===== config.mk =====
export PLATFORM = sky130hd
export DESIGN_NAME = stall_ctrl
export DESIGN_NICKNAME = d
export VERILOG_FILES = /design/src/rtl/stall_ctrl_pkg.sv /design/src/rtl/stall_ctrl_sat_counter.sv /design/src/rtl/stall_ctrl.sv
export SDC_FILE = /design/constraint.sdc
export NUM_CORES = 1
export LEC_CHECK = 0
export ABC_AREA = 1
export BUFFER_PORTS_ARGS = -buffer_cell sky130_fd_sc_hd__buf_4
export CORE_MARGIN = 2
export CORE_UTILIZATION = 30
export CTS_CLUSTER_SIZE = 25
export DETAILED_ROUTE_END_ITERATION = 10
export GPL_TIMING_DRIVEN = 1
export MAX_ROUTING_LAYER = met4
export PLACE_DENSITY = 0.57
export REMOVE_ABC_BUFFERS = 1
export SKIP_CTS_REPAIR_TIMING = 1
export SYNTH_ARGS = -nofsm -noshare
export SYNTH_HDL_FRONTEND = slang
export SYNTH_HIERARCHICAL = 1
export SYNTH_SLANG_ARGS = --single-unit

===== constraint.sdc =====
create_clock -name clk -period 4.15 [get_ports clk]
set_input_delay 0.83 -clock clk [delete_from_list [all_inputs] [get_ports clk]]
set_output_delay 0.83 -clock clk [all_outputs]
set_load 0.05 [all_outputs]

===== src/rtl/stall_ctrl_pkg.sv =====
// Shared definitions for the pipeline stall controller: stall masks, bus width
// and the EX sequencing FSM states.
package stall_ctrl_pkg;

    localparam int unsigned STALL_W = 6;

    localparam logic STOP   = 1'b1;
    localparam logic NOSTOP = 1'b0;

    // Nested masks: each deeper hazard also freezes every earlier stage.
    localparam logic [STALL_W-1:0] STALL_MEM_MASK = {{4{NOSTOP}}, {2{STOP}}};
    localparam logic [STALL_W-1:0] STALL_ID_MASK  = {{3{NOSTOP}}, {3{STOP}}};
    localparam logic [STALL_W-1:0] STALL_EX_MASK  = {{2{NOSTOP}}, {4{STOP}}};

    typedef enum logic [1:0] {
        IDLE    = 2'd0,
        EX_WAIT = 2'd1,
        DONE    = 2'd2
    } ex_state_e;

endpackage


===== src/rtl/stall_ctrl_sat_counter.sv =====
// Saturating up-counter with synchronous clear (clear wins over enable);
// intended for reuse by any performance counter.
module sat_counter #(
    parameter int unsigned W = 16
) (
    input  logic         clk,
    input  logic         rst_n,
    input  logic         clr_i,
    input  logic         en_i,
    output logic [W-1:0] cnt_o
);

    logic [W-1:0] cnt_q;
    logic [W-1:0] cnt_d;

    always_comb begin
        cnt_d = cnt_q;
        if (clr_i) begin
            cnt_d = '0;
        end else if (en_i && (cnt_q != '1)) begin
            cnt_d = cnt_q + W'(1);
        end
    end

    always_ff @(posedge clk or negedge rst_n) begin
        if (!rst_n) begin
            cnt_q <= '0;
        end else begin
            cnt_q <= cnt_d;
        end
    end

    assign cnt_o = cnt_q;

endmodule


===== src/rtl/stall_ctrl.sv =====
// Central hazard controller: merges MEM structural, ID load-use and multi-cycle
// EX stall requests into one stall vector, and counts stalled cycles.
module stall_ctrl
    import stall_ctrl_pkg::*;
#(
    parameter int unsigned CNT_W  = 4,
    parameter int unsigned PERF_W = 16
) (
    input  logic               clk,
    input  logic               rst,
    input  logic               stallReqId_i,
    input  logic               memAccess_i,
    input  logic               exStart_i,
    input  logic [CNT_W-1:0]   exCycles_i,
    input  logic               perfClr_i,
    output logic [STALL_W-1:0] stall_o,
    output logic               exBusy_o,
    output logic               exDone_o,
    output logic [PERF_W-1:0]  stallCycles_o
);

    ex_state_e        state_q;
    logic [CNT_W-1:0] cnt_q;
    logic             busy_q;
    logic             done_q;
    logic             ex_accept;
    logic             ex_stall;
    logic [STALL_W-1:0] stall_d;

    assign ex_accept = exStart_i && (exCycles_i != '0) &&
                       ((state_q == IDLE) || (state_q == DONE));
    assign ex_stall  = ex_accept || (state_q == EX_WAIT);

    always_comb begin
        stall_d = '0;
        if (memAccess_i)  stall_d = stall_d | STALL_MEM_MASK;
        if (stallReqId_i) stall_d = stall_d | STALL_ID_MASK;
        if (ex_stall)     stall_d = stall_d | STALL_EX_MASK;
    end

    assign stall_o = rst ? stall_d : '0;

    // cnt_q holds the EX stall cycles still owed, including the current one;
    // leaving EX_WAIT on cnt_q<=1 makes the start cycle count as the first.
    always_ff @(posedge clk or negedge rst) begin
        if (!rst) begin
            state_q <= IDLE;
            cnt_q   <= '0;
            busy_q  <= 1'b0;
            done_q  <= 1'b0;
        end else begin
            case (state_q)
                IDLE, DONE: begin
                    if (ex_accept) begin
                        cnt_q <= exCycles_i - CNT_W'(1);
                        if (exCycles_i > CNT_W'(1)) begin
                            state_q <= EX_WAIT;
                            busy_q  <= 1'b1;
                            done_q  <= 1'b0;
                        end else begin
                            state_q <= DONE;
                            busy_q  <= 1'b0;
                            done_q  <= 1'b1;
                        end
                    end else begin
                        state_q <= IDLE;
                        busy_q  <= 1'b0;
                        done_q  <= 1'b0;
                    end
                end
                EX_WAIT: begin
                    if (cnt_q <= CNT_W'(1)) begin
                        state_q <= DONE;
                        cnt_q   <= '0;
                        busy_q  <= 1'b0;
                        done_q  <= 1'b1;
                    end else begin
                        cnt_q <= cnt_q - CNT_W'(1);
                    end
                end
                default: begin
                    state_q <= IDLE;
                    cnt_q   <= '0;
                    busy_q  <= 1'b0;
                    done_q  <= 1'b0;
                end
            endcase
        end
    end

    assign exBusy_o = busy_q;
    assign exDone_o = done_q;

    sat_counter #(
        .W(PERF_W)
    ) u_perf (
        .clk   (clk),
        .rst_n (rst),
        .clr_i (perfClr_i),
        .en_i  (stall_o != '0),
        .cnt_o (stallCycles_o)
    );

endmodule


==> impl_metrics.yaml <==
status:
  outcome: "finished clean"
cells_and_area:
  layout_commonest_cell: "nand2_1"
  finalInstanceArea_um2: 1930
  nets: 277
  drive_gt1_share_pct: 19.2
  diodes: 0
  most-common-layout-cells: "nand2_1, buf_4, inv_1"
  synthToLayoutAreaGrowth_pct: 19.7
grt:
  grt_first_pass_wirelength_um: 6640
  grt_max_degree: 27
  track_usage_pct: 13.9
  first_global_vias: 1443
  antenna_found_initial: 0
  gr-total-overflow: 0
die:
  io_pins: 34
  rows: 26
  die_x_um: 77.4
  die_area_um2: 5990
  die_y_um: 77.4
  core_um2: 5140
  start_util_pct: 31.4
hold_path:
  hold_path.class: "in -> async"
clock_tree:
  cts_max_path_buffers: 2
  insertion_delay_ns: 0.26
  htreeDepth: 1
  clock-root-buffer: "clkbuf_8"
  numCtsBuffers: 3
  cts_tree: "done"
  clock_sinks: 23
  cts.clk_slew.worst_paths_ns: 0.08
worst_setup_path:
  r2r-end: "u_perf/cnt_o[10]"
  crit_chain: "buf_4 -> inv_1 -> ha_1 -> a21boi_2 -> nand2_2 -> nand2_2 -> inv_1 -> nor2_1 -> buf_4"
  crit_family: "buffers and inverters"
  critPathCaptureType: "output port"
  slowest_stage: "ha_1"
  start_kind: "primary input"
  crit_type: "in -> out"
  crit_path_max_fanout: 5
  reg2reg_slack_ns: 2.08
  timing.rr.start: "state_q[0]"
  worstRegToRegCells: 9
  cpPeakStageDelay_ns: 0.21
  required_ns: 3.32
  crit_buf_inv: 4
  worstPathArrival_ns: 1.94
route:
  totalWireLength_um: 3790
  vias: 1486
  wl_per_cell_um: 11.5
  antenna_left: 0
  drtIter0Drc: 65
  drc_errors: 0
  vias_per_cell: 4.50
  drt_pass1_iterations: 4
place:
  post-dp-hpwl_um: 2820
  portBuffers: 31
  gp_congestion: 0.842
  post_dp_cell_area_um2: 1890
timing:
  rsz0062_at_grt: "no"
  holdWs_ns: 0.463
  setup_viol: 0
  finClkSkew_ns: 0.00129
  fin_setup_tns_ns: 0
  period_share_pct: 66.7
  drv_slew: 0
  tightest_slew_ns: 0.922
  timing.fmax_mhz: 361
  final_hold_viol_count: 0
  relSlewSlack_pct: 38.3
  fin_crit_ns: 2.77
synthesis:
  synth.avg_cell_area_um2: 7.02
  synth_flop_cell: "dfrtp_1"
  postSynthCellCount: 230
  synth_edf_count: 0
  yosys_warnings: 6
  ys_ff_latch: 23
  seq_area_frac_synth_pct: 35.6
  syn-cell-area_um2: 1620
  async_reset_ff_share_pct: 100
  ys_types: 32
power:
  swShare_pct: 42.6
  power.switching_mw: 0.318
  p_clk_share_pct: 18.9
  p_int_mw: 0.429
  power_density_nw_per_um2: 386
  combPwrFrac_pct: 42.7
  power_frac_seq_pct: 38.4
  peakVddDrop_uv: 237
  cellLeakagePower_nw: 1.03
job:
  cap_violations: 0
-- kinds of logic (layout without fill, tap and decap cells) --
family                   Yosys count  count (layout)  synth area share [%]
other                              1               2                 0.232
flip-flops                        23              23                  35.6
XOR/XNOR                           6               6                  3.25
AO/OA/AOI/OAI                     15              15                  6.35
AND/OR/NAND/NOR                  144             144                  39.8
adder cells (fa/ha/maj)            6               6                  4.65
buffers and inverters             35              64                  10.1
-- synthesized netlist by cell type, drive strengths merged, types with 2 or more instances --
master	instances	area share (%)
buf	6	3.2
a21oi	2	0.62
ha	6	4.6
xor2	3	1.6
nand4	9	3.5
or2	3	1.2
dfrtp	23	36
inv	29	6.9
nand3	18	5.6
o22ai	2	0.77
o21ai	7	2.9
xnor2	3	1.6
o21bai	2	0.93
nand2	88	22
nor2	24	6.7
-- worst max-delay path by stage --
stage	startpoint	to	slack [ns]	depth (start not counted)
floorplan	exCycles_i[0]	stall_o[3]	1.21	7
global placement	exCycles_i[0]	u_perf/cnt_o[1]	1.35	12
detailed placement	exCycles_i[0]	u_perf/cnt_o[10]	1.25	12
CTS	exCycles_i[0]	stall_o[3]	1.37	9
global route	exCycles_i[0]	stall_o[3]	1.22	9
finish	exCycles_i[0]	stall_o[3]	1.38	9
-- worst register-to-register path, cell delays in order (launching register included) --
cell	delay (ns)
dfrtp_1	0.44
inv_1	0.13
nand2_2	0.09
nand3_1	0.08
nand2_1	0.08
inv_1	0.13
inv_1	0.05
nor2_1	0.71
nand4_1	0.18
nand2_1	0.13
-- through the flow --
stage / util [%] / setup WS, ns / cells / total power, mW
CTS: 37.6 / 1.37 / 330 / 0.762
floorplan: - / 1.21 / 225 / 0.525
finish: 37.6 / 1.38 / 330 / 0.747
detailed placement: 36.7 / 1.25 / 326 / 0.615
global placement: 36.7 / 1.35 / 326 / 0.616
global route: 37.6 / 1.22 / 330 / 0.820
-- metal layers --
layer | global-route usage, % | wire (µm)
met5 | - | 0
met4 | 2.14 | 17
met3 | 2.91 | 164
met2 | 23.0 | 1740
met1 | 18.0 | 1870
-- sequential cells by signal (all words and copies together) (netlist names) --
register,cells
u_perf/cnt_o,16
state_q,2
cnt_q,4
exBusy_o,1
-- power by group through the flow --
stage | Clock, mW | Combinational, mW | Sequential [mW]
6_report | 0.141 | 0.319 | 0.287
5_1_grt | 0.161 | 0.366 | 0.294
4_1_cts | 0.149 | 0.324 | 0.289
3_5_place_dp | 0 | 0.322 | 0.294
3_3_place_gp | 0 | 0.323 | 0.293
2_1_floorplan | 0 | 0.205 | 0.320
-- area by class of cell --
cell class,instances,area [µm²]
clock buffers,4,45.0
flip-flops and latches,23,576
well taps,70,87.6
inverters,29,111
repair buffers,31,233
multi-input cells,173,881
fillers,595,3210
No activity file was read; power rests on OpenSTA's default activity.
